==> config.mk <==
export PLATFORM = sky130hd
export DESIGN_NAME = exp_host_driver_flat
export DESIGN_NICKNAME = d
export VERILOG_FILES = /design/src/rtl/exp_host_driver_pkg.sv /design/src/rtl/exp_host_driver_if.sv /design/src/rtl/exp_wdog_counter.sv /design/src/rtl/exp_host_driver.sv /design/src/flat_wrapper.sv
export SDC_FILE = /design/constraint.sdc
export NUM_CORES = 1
export LEC_CHECK = 0
export ABC_AREA = 1
export CORE_ASPECT_RATIO = 1.5
export CORE_MARGIN = 5
export CORE_UTILIZATION = 43
export CTS_CLUSTER_DIAMETER = 60
export DETAILED_ROUTE_END_ITERATION = 10
export PLACE_DENSITY = 0.76
export SETUP_SLACK_MARGIN = 0.05
export SLEW_MARGIN = 40
export SYNTH_ARGS = -nofsm -noshare
export SYNTH_HDL_FRONTEND = slang
export SYNTH_SLANG_ARGS = --single-unit
export TNS_END_PERCENT = 30
==> constraint.sdc <==
create_clock -name clk -period 1.56 [get_ports clk]
set_input_delay 0.468 -clock clk [delete_from_list [all_inputs] [get_ports clk]]
set_output_delay 0.468 -clock clk [all_outputs]
set_load 0.1 [all_outputs]
==> src/rtl/exp_host_driver_pkg.sv <==
// Shared definitions for the exponent-engine host driver: state encoding,
// timeout default and counter width.
// Used by the driver, its watchdog counter and the bench.
package exp_host_driver_pkg;

   localparam int TIMEOUT_DEF = 255;
   localparam int CNT_W       = 8;

   typedef enum logic [2:0] {
      S_IDLE      = 3'd0,
      S_LOAD_N    = 3'd1,
      S_LOAD_X    = 3'd2,
      S_WAIT_BUSY = 3'd3,
      S_WAIT_DONE = 3'd4,
      S_RESP      = 3'd5
   } state_e;

   // States in which the watchdog counts cycles
   function automatic logic is_wait(input state_e s);
      return (s == S_WAIT_BUSY) || (s == S_WAIT_DONE);
   endfunction

endpackage

==> src/rtl/exp_host_driver_if.sv <==
// Request/response handshake plus serial engine bus for exp_host_driver.
// Pure wiring, no latency.
// slave = driver side, master = requester/engine side.
interface exp_host_driver_if;

   logic        req_valid;
   logic        req_ready;
   logic [3:0]  req_x;
   logic [3:0]  req_n;
   logic        resp_valid;
   logic        resp_ready;
   logic [15:0] resp_y;
   logic        resp_err;
   logic [3:0]  eng_bus;
   logic        eng_start;
   logic        eng_ready;
   logic [15:0] eng_y;

   modport slave (
      input  req_valid, req_x, req_n, resp_ready, eng_ready, eng_y,
      output req_ready, resp_valid, resp_y, resp_err, eng_bus, eng_start
   );

   modport master (
      output req_valid, req_x, req_n, resp_ready, eng_ready, eng_y,
      input  req_ready, resp_valid, resp_y, resp_err, eng_bus, eng_start
   );

endinterface

==> src/rtl/exp_wdog_counter.sv <==
// Watchdog cycle counter for the engine wait states.
// expired_o is combinational from the count: asserts on the LIMIT-th enabled cycle.
// No backpressure; clear has priority over enable.
module exp_wdog_counter
   import exp_host_driver_pkg::*;
#(
   parameter int LIMIT = TIMEOUT_DEF
) (
   input  logic clk,
   input  logic rst,
   input  logic clr_i,
   input  logic en_i,
   output logic expired_o
);

   logic [CNT_W-1:0] cnt_q;

   // Count enabled cycles, restarting from zero on each state entry
   always_ff @(posedge clk or posedge rst) begin
      if (rst)        cnt_q <= '0;
      else if (clr_i) cnt_q <= '0;
      else if (en_i)  cnt_q <= cnt_q + 1'b1;
   end

   // Count starts at 0 on the first waiting cycle, so LIMIT-1 marks the LIMIT-th cycle
   assign expired_o = en_i && (cnt_q == CNT_W'(LIMIT - 1));

endmodule

==> src/rtl/exp_host_driver.sv <==
// Host-side driver: serialises n then x to the exponent engine and returns its result.
// Latency: 2 load cycles + busy-wait + done-wait, response on the following cycle.
// One request in flight; response held until resp_ready, req_ready only in IDLE.
module exp_host_driver
   import exp_host_driver_pkg::*;
#(
   parameter int TIMEOUT = TIMEOUT_DEF
) (
   input  logic              clk,
   input  logic              rst,
   exp_host_driver_if.slave  io
);

   state_e      state_q, state_d;
   logic [3:0]  x_q, x_d;
   logic [3:0]  n_q, n_d;
   logic [15:0] y_q, y_d;
   logic        err_q, err_d;

   logic        wd_clr, wd_en, wd_expired;
   logic        req_ready_w, resp_valid_w, eng_start_w;
   logic [3:0]  eng_bus_w;

   exp_wdog_counter #(.LIMIT(TIMEOUT)) u_wdog (
      .clk       (clk),
      .rst       (rst),
      .clr_i     (wd_clr),
      .en_i      (wd_en),
      .expired_o (wd_expired)
   );

   // Restart the watchdog on every state change, count only while waiting on the engine
   assign wd_clr = (state_d != state_q);
   assign wd_en  = is_wait(state_q);

   // State and operand/result registers
   always_ff @(posedge clk or posedge rst) begin
      if (rst) begin
         state_q <= S_IDLE;
         x_q     <= '0;
         n_q     <= '0;
         y_q     <= '0;
         err_q   <= 1'b0;
      end else begin
         state_q <= state_d;
         x_q     <= x_d;
         n_q     <= n_d;
         y_q     <= y_d;
         err_q   <= err_d;
      end
   end

   // Next-state, register updates and Moore outputs
   always_comb begin
      state_d      = state_q;
      x_d          = x_q;
      n_d          = n_q;
      y_d          = y_q;
      err_d        = err_q;
      req_ready_w  = 1'b0;
      resp_valid_w = 1'b0;
      eng_start_w  = 1'b0;
      eng_bus_w    = '0;
      case (state_q)
         S_IDLE: begin
            req_ready_w = 1'b1;
            if (io.req_valid) begin
               x_d     = io.req_x;
               n_d     = io.req_n;
               state_d = S_LOAD_N;
            end
         end
         S_LOAD_N: begin
            eng_start_w = 1'b1;
            eng_bus_w   = n_q;
            state_d     = S_LOAD_X;
         end
         S_LOAD_X: begin
            eng_start_w = 1'b1;
            eng_bus_w   = x_q;
            state_d     = S_WAIT_BUSY;
         end
         S_WAIT_BUSY: begin
            // An engine edge seen on the same cycle as expiry still counts as in time
            if (!io.eng_ready) begin
               state_d = S_WAIT_DONE;
            end else if (wd_expired) begin
               y_d     = '0;
               err_d   = 1'b1;
               state_d = S_RESP;
            end
         end
         S_WAIT_DONE: begin
            if (io.eng_ready) begin
               y_d     = io.eng_y;
               err_d   = 1'b0;
               state_d = S_RESP;
            end else if (wd_expired) begin
               y_d     = '0;
               err_d   = 1'b1;
               state_d = S_RESP;
            end
         end
         S_RESP: begin
            resp_valid_w = 1'b1;
            if (io.resp_ready) state_d = S_IDLE;
         end
         default: state_d = S_IDLE;
      endcase
   end

   assign io.req_ready  = req_ready_w;
   assign io.resp_valid = resp_valid_w;
   assign io.resp_y     = y_q;
   assign io.resp_err   = err_q;
   assign io.eng_start  = eng_start_w;
   assign io.eng_bus    = eng_bus_w;

endmodule
==> src/flat_wrapper.sv <==
// flat-port wrapper written by rule: the top's interface ports become plain ports
module exp_host_driver_flat import exp_host_driver_pkg::*;
#(
   parameter int TIMEOUT = TIMEOUT_DEF
)
  (clk, rst, io_req_valid, io_req_x, io_req_n, io_resp_ready, io_eng_ready, io_eng_y, io_req_ready, io_resp_valid, io_resp_y, io_resp_err, io_eng_bus, io_eng_start);
  exp_host_driver_if io_i ();
  input  logic clk;
  input  logic rst;
  input wire logic [$bits(io_i.req_valid)-1:0] io_req_valid;
  input wire logic [$bits(io_i.req_x)-1:0] io_req_x;
  input wire logic [$bits(io_i.req_n)-1:0] io_req_n;
  input wire logic [$bits(io_i.resp_ready)-1:0] io_resp_ready;
  input wire logic [$bits(io_i.eng_ready)-1:0] io_eng_ready;
  input wire logic [$bits(io_i.eng_y)-1:0] io_eng_y;
  output wire logic [$bits(io_i.req_ready)-1:0] io_req_ready;
  output wire logic [$bits(io_i.resp_valid)-1:0] io_resp_valid;
  output wire logic [$bits(io_i.resp_y)-1:0] io_resp_y;
  output wire logic [$bits(io_i.resp_err)-1:0] io_resp_err;
  output wire logic [$bits(io_i.eng_bus)-1:0] io_eng_bus;
  output wire logic [$bits(io_i.eng_start)-1:0] io_eng_start;
  assign io_i.req_valid = io_req_valid;
  assign io_i.req_x = io_req_x;
  assign io_i.req_n = io_req_n;
  assign io_i.resp_ready = io_resp_ready;
  assign io_i.eng_ready = io_eng_ready;
  assign io_i.eng_y = io_eng_y;
  assign io_req_ready = io_i.req_ready;
  assign io_resp_valid = io_i.resp_valid;
  assign io_resp_y = io_i.resp_y;
  assign io_resp_err = io_i.resp_err;
  assign io_eng_bus = io_i.eng_bus;
  assign io_eng_start = io_i.eng_start;
  exp_host_driver #(.TIMEOUT(TIMEOUT)) u_core (.clk(clk), .rst(rst), .io(io_i));
endmodule
* Word level (Yosys, flattened, before mapping)
Cells that the tools add are included.
** Cells by class
- Add/sub/neg operators :: 1
- $mul :: 0
- Divide/modulo/power cells :: 0
- Magnitude comparators :: 0
- Equality and inequality tests :: 8
- Shifts and indexed selects :: 0
- Muxes and demuxes :: 20
- Bitwise logic cells :: 0
- Reductions and logical operators :: 8
** Operators by type and width (number)
- 2-to-1 mux 16 bit :: 3
- case mux 16 bit (2 select lines) :: 1
- case mux 3 bit (6 select lines) :: 1
- 2-to-1 mux 8 bit :: 2
- 2-to-1 mux 3 bit :: 5
- adder 8 x 1 -> 8 bit, second input constant :: 1
- == test 8 bit, second input constant :: 1
- case mux 4 bit (2 select lines) :: 1
- == test 3 x 2 -> 1 bit, second input constant :: 2
- == test 3 bit, second input constant :: 2
- 2-to-1 mux 1 bit :: 6
- AND reduction 2 bit :: 2
- nonzero test 2 bit :: 2
- == test 3 x 1 -> 1 bit, second input constant :: 1
- zero test 3 bit :: 1
- != test 3 bit :: 1
- != test 2 bit, second input constant :: 1
- case mux 1 bit (2 select lines) :: 1
- OR reduction 2 bit :: 1
- logical AND 1 bit :: 1
- logical OR 1 bit :: 1
** Word-level totals
- Flip-flop bits (word level) :: 36
- Latch bits :: 0
- Memory bits (writable) :: 0
- Memory bits (read-only) :: 0
- Bits of input ports :: 29
- Output and inout bits :: 24
- Logic and storage cells :: 43
- Memories :: 0

* Longest topological paths before layout
- Depth after elaboration :: 8
- Gate-level depth with buffers :: 11
- Gate-level depth less buffers :: 11

* Hierarchy
From an unflattened synthesis, not the netlist that was laid out.
** Unflattened totals
- Cells, all modules :: 215
- Area, all modules :: 1828.0 sq um
** By module, submodules not included
- exp_host_driver :: times used 1, cells an instance 155, area an instance 1352.5 sq um
- exp_wdog_counter :: times used 1, cells an instance 60, area an instance 475.5 sq um

* Worst setup path after synthesis
OpenSTA, ideal clock, no wires.
- Kind :: reg-to-reg
- Start point :: register u_core.state_q[0]
- End point :: register u_core.x_q[0]
- Library setup time :: 125 ps
- Arrival time :: 3517 ps
- Slack :: -2082 ps
- Stages on the path, launching flop included :: 6
- Buffers on the path :: 2
- Period minus slack after synthesis :: 3642 ps
- Path through :: dfrtp_1 -> buf_6 -> nor3_1 -> nand2_1 -> buf_6 -> mux2_2
** Between the ends
- Longest elaborated chain between the ends :: 2
** Ends and longest elaborated chain
- start: declaration :: line exp_host_driver.sv:14 : state_e state_q, state_d;
- start signal: assignment :: line exp_host_driver.sv:45 : state_q <= state_d;
- zero test 3 bit :: line exp_host_driver.sv:64 : case (state_q)
- AND reduction 2 bit (no line)
- end signal: assignment :: line exp_host_driver.sv:40 : x_q <= '0;
- end signal: assignment :: line exp_host_driver.sv:46 : x_q <= x_d;
- end: declaration :: line exp_host_driver.sv:15 : logic [3:0] x_q, x_d;
Every way passes these cells.
A chain may end at the register's enable or synchronous reset.

* Worst setup path after layout
- Start point :: register u_core.state_q[2]
- End point :: output port io_eng_bus[1]
** Between the ends
- Longest elaborated chain between the ends :: 2
** Ends and longest elaborated chain
- == test 3 x 2 -> 1 bit / == test 3 x 1 -> 1 bit (equally long branches) :: line exp_host_driver.sv:64
- case mux 4 bit (2 select lines) * :: line exp_host_driver.sv:64
- end: declaration :: line flat_wrapper.sv:20 : output wire logic [$bits(io_i.eng_bus)-1:0] io_eng_bus;
Mark *: on every way between the ends. The rest lies on a longest branch, timed or not.

==> impl_results.md <==
- Fillers: 248
- Placed cells: 325
- Placed Instance Area: 2910 um2
- DRC Markers: 0
- Fin. Hold Viols: 0
- Max cap viols: 0
- Post-synth EDFFs: 0
- Cells along the critical path: inv_2, nand3b_1, buf_4, o21ai_4, buf_12
- Post-Layout Cell Count: 342
- Clock Skew: 0.00775 ns
- Initial antenna violation count: 0
- Most common cell after layout, fill and taps aside: dfrtp_1
- Most common flop cell mapped by yosys: dfrtp_1
- Die Y: 90.9 um
- Hold path depth: 1
- Clk buf depth: 2
- Reg-to-Reg Start: u_core.state_q[0]
- Reg2Reg Capture Point: u_core.io.resp_y[13]
- Detailed-route via count: 1719
- Top-Level Pins: 53
- Max Fclk: 518 MHz
- Vias in the first global route: 1842
- Worst Path Arrival: 1.46 ns
- Final layout net count: 326
- Crit path max-delay family: buffers and inverters
- WP data required: 1.09 ns
- Crit end category: output port
- Slew @ Worst Pin: 0.266 ns
- Die W: 63.9 um
- Overall Global Routing Usage: 18.2%
- Netlist cell types: 28
- Seq/Total Area, Yosys: 48.1%
- First-pass DRT Iterations: 4
- Routed len/inst: 14.6 um
- Setup CP Type: register to output port
- Die area: 5810 um2
- First-pass GRT wire length: 8.40 mm
- Synthesized area: 1870 um2
- Final wirelength: 4.99 mm
- PnR worst setup slack: -0.370 ns
- Worst rel slew slack: 82.1%
- Max incr delay on CP: 0.44 ns
- Final Wtd Congestion: 0.838
- RSZ-0062 raised after global routing: true
- Detail Route Antenna Nets: 0
- Synthesized Nets: 240
- Skew-Pair Late Insertion Delay: 0.30 ns
- Warnings from Yosys: 0
- Port bufs: 52
- Post-Syn Instances: 209
- Vias per cell: 5.03
- Worst-path clk slew: 0.07 ns
- Path depth of the worst reg2reg path: 7
- Sink Count: 36
- CTS tree: yes
- Status: finished, violations left
- Worst Hold Class: register to register
- #FFs+latches synth: 36
- Worst slack at placement: -0.262 ns
- Final Setup Violations: 21
- Worst-path fanout max: 4
- CP bufs+invs: 3
- Fin. max-slew vios: 0
- Period utilization: 124%
- Worst path slowest cell: dfrtp_2
- Root buffer cell: clkbuf_8
- CTS H-Tree Depth: 2
- Largest net degree at the start of global routing: 37
- TritonCTS Buffers: 5
- Initial core utilization: 44.1%
- # diodes: 0
- Asr flop ratio synth: 100%
- Mapped Avg Cell Area: 8.97 um2
- Tmin final: 1.93 ns
- Failing checks: setup timing
- Drt first-iter violations: 30
- Hold Crit Endpoint: u_core.x_q[1]
- Syn-to-layout area delta: 75.9%
- R2R Setup Slk: -0.06 ns
- GR Overflow Total: 0
- Core ar.: 4250 um2
- Commonest non-fill, non-tap cells in the layout: 35 x dfrtp_1, 28 x clkdlybuf4s50_1, 27 x buf_12
- Row cnt: 29
- Layout cells sized above 1: 46.6%
- Dpl hpwl: 3.48 mm
- Crit path launch type: register
- Design Area, Final: 3300 um2
- Hold_sp: u_core.x_q[1]
==> synthesized netlist by cell type (5+ instances only) <==
master	n	area, um2
a21boi_1	15	113
inv_1	17	63.8
nand3_1	11	55.1
o21ai_1	10	50.1
dfrtp_1	36	901
a21oi_1	5	25.0
nor2_2	12	75.1
o21ai_0	12	60.1
nor2_1	11	41.3
or2_2	16	100
nand2_1	28	105
==> what timing repair did <==
action	4_1_cts	5_1_grt
gates resized for setup	18	32
buffers inserted	4	7
hold buffers	0	0
cloned	1	0
pin swaps	6	7
endpoints found under the setup margin	31	41
==> worst max path at each step <==
stage	from	to	slack (ns)	cells past startpoint
global route	u_core.state_q[2]	io_eng_bus[1]	-0.43	5
finish	u_core.state_q[2]	io_eng_bus[1]	-0.37	5
global placement	io_eng_ready	u_core.io.resp_y[0]	-0.20	5
detailed placement	io_eng_ready	u_core.u_wdog.cnt_q[4]	-0.26	8
CTS	u_core.state_q[2]	io_eng_bus[1]	-0.35	5
floorplan	u_core.state_q[0]	u_core.x_q[0]	-0.46	5
==> stage by stage <==
step	hold WS (ns)	util (%)	setup TNS, ns
after floorplan	0.480	-	-8.79
after global placement	0.491	68.6	-5.13
after global routing	0.543	77.7	-5.15
final	0.515	77.7	-2.65
after CTS	0.519	73.8	-2.09
after detailed placement	0.500	68.6	-5.80
==> flip-flops by register name (all words and copies together), names as in the netlist <==
register / cells
u_core.io.resp_err: 1
u_core.io.resp_y: 16
u_core.n_q: 4
u_core.state_q: 3
u_core.u_wdog.cnt_q: 8
u_core.x_q: 4
==> layout make-up <==
class / instances / area (um2) / share of cell area [%]
Timing Repair Buffer: 85 / 1080 / 32.8
Sequential cell: 36 / 902 / 27.4
Clock buffer: 5 / 68.8 / 2.09
Multi-Input combinational cell: 146 / 1060 / 32.1
Clock inverter: 3 / 42.5 / 1.29
Tap cell: 46 / 57.6 / 1.75
Inverter: 21 / 86.3 / 2.62
==> per-layer routing <==
metal  routed length [um]  track usage [%]  vias to the layer above
met5                    0                0                        -
met4                   61             6.24                        0
met3                  236             5.60                        7
met2                 2800             31.1                       36
met1                 1890             21.0                      826
li1                     -                -                      850
==> worst register-to-register path: cells and delay by family, from the launching register on <==
kind | cells | cell delay (ns)
compound gates | 2 | 0.29
flops | 1 | 0.43
buf+inv | 3 | 0.49
simple gates | 2 | 0.29
==> logic make-up after synthesis <==
logic type | synth area share [%]
compound gates | 14.0
xor+xnor | 2.34
fa+ha+maj | 1.33
buf+inv | 6.88
flops | 48.1
mux | 2.40
simple gates | 25.0
Power is left out: the tool's default activity adds up to more than one toggle a clock period on the data nets, which glitch-free logic cannot reach.
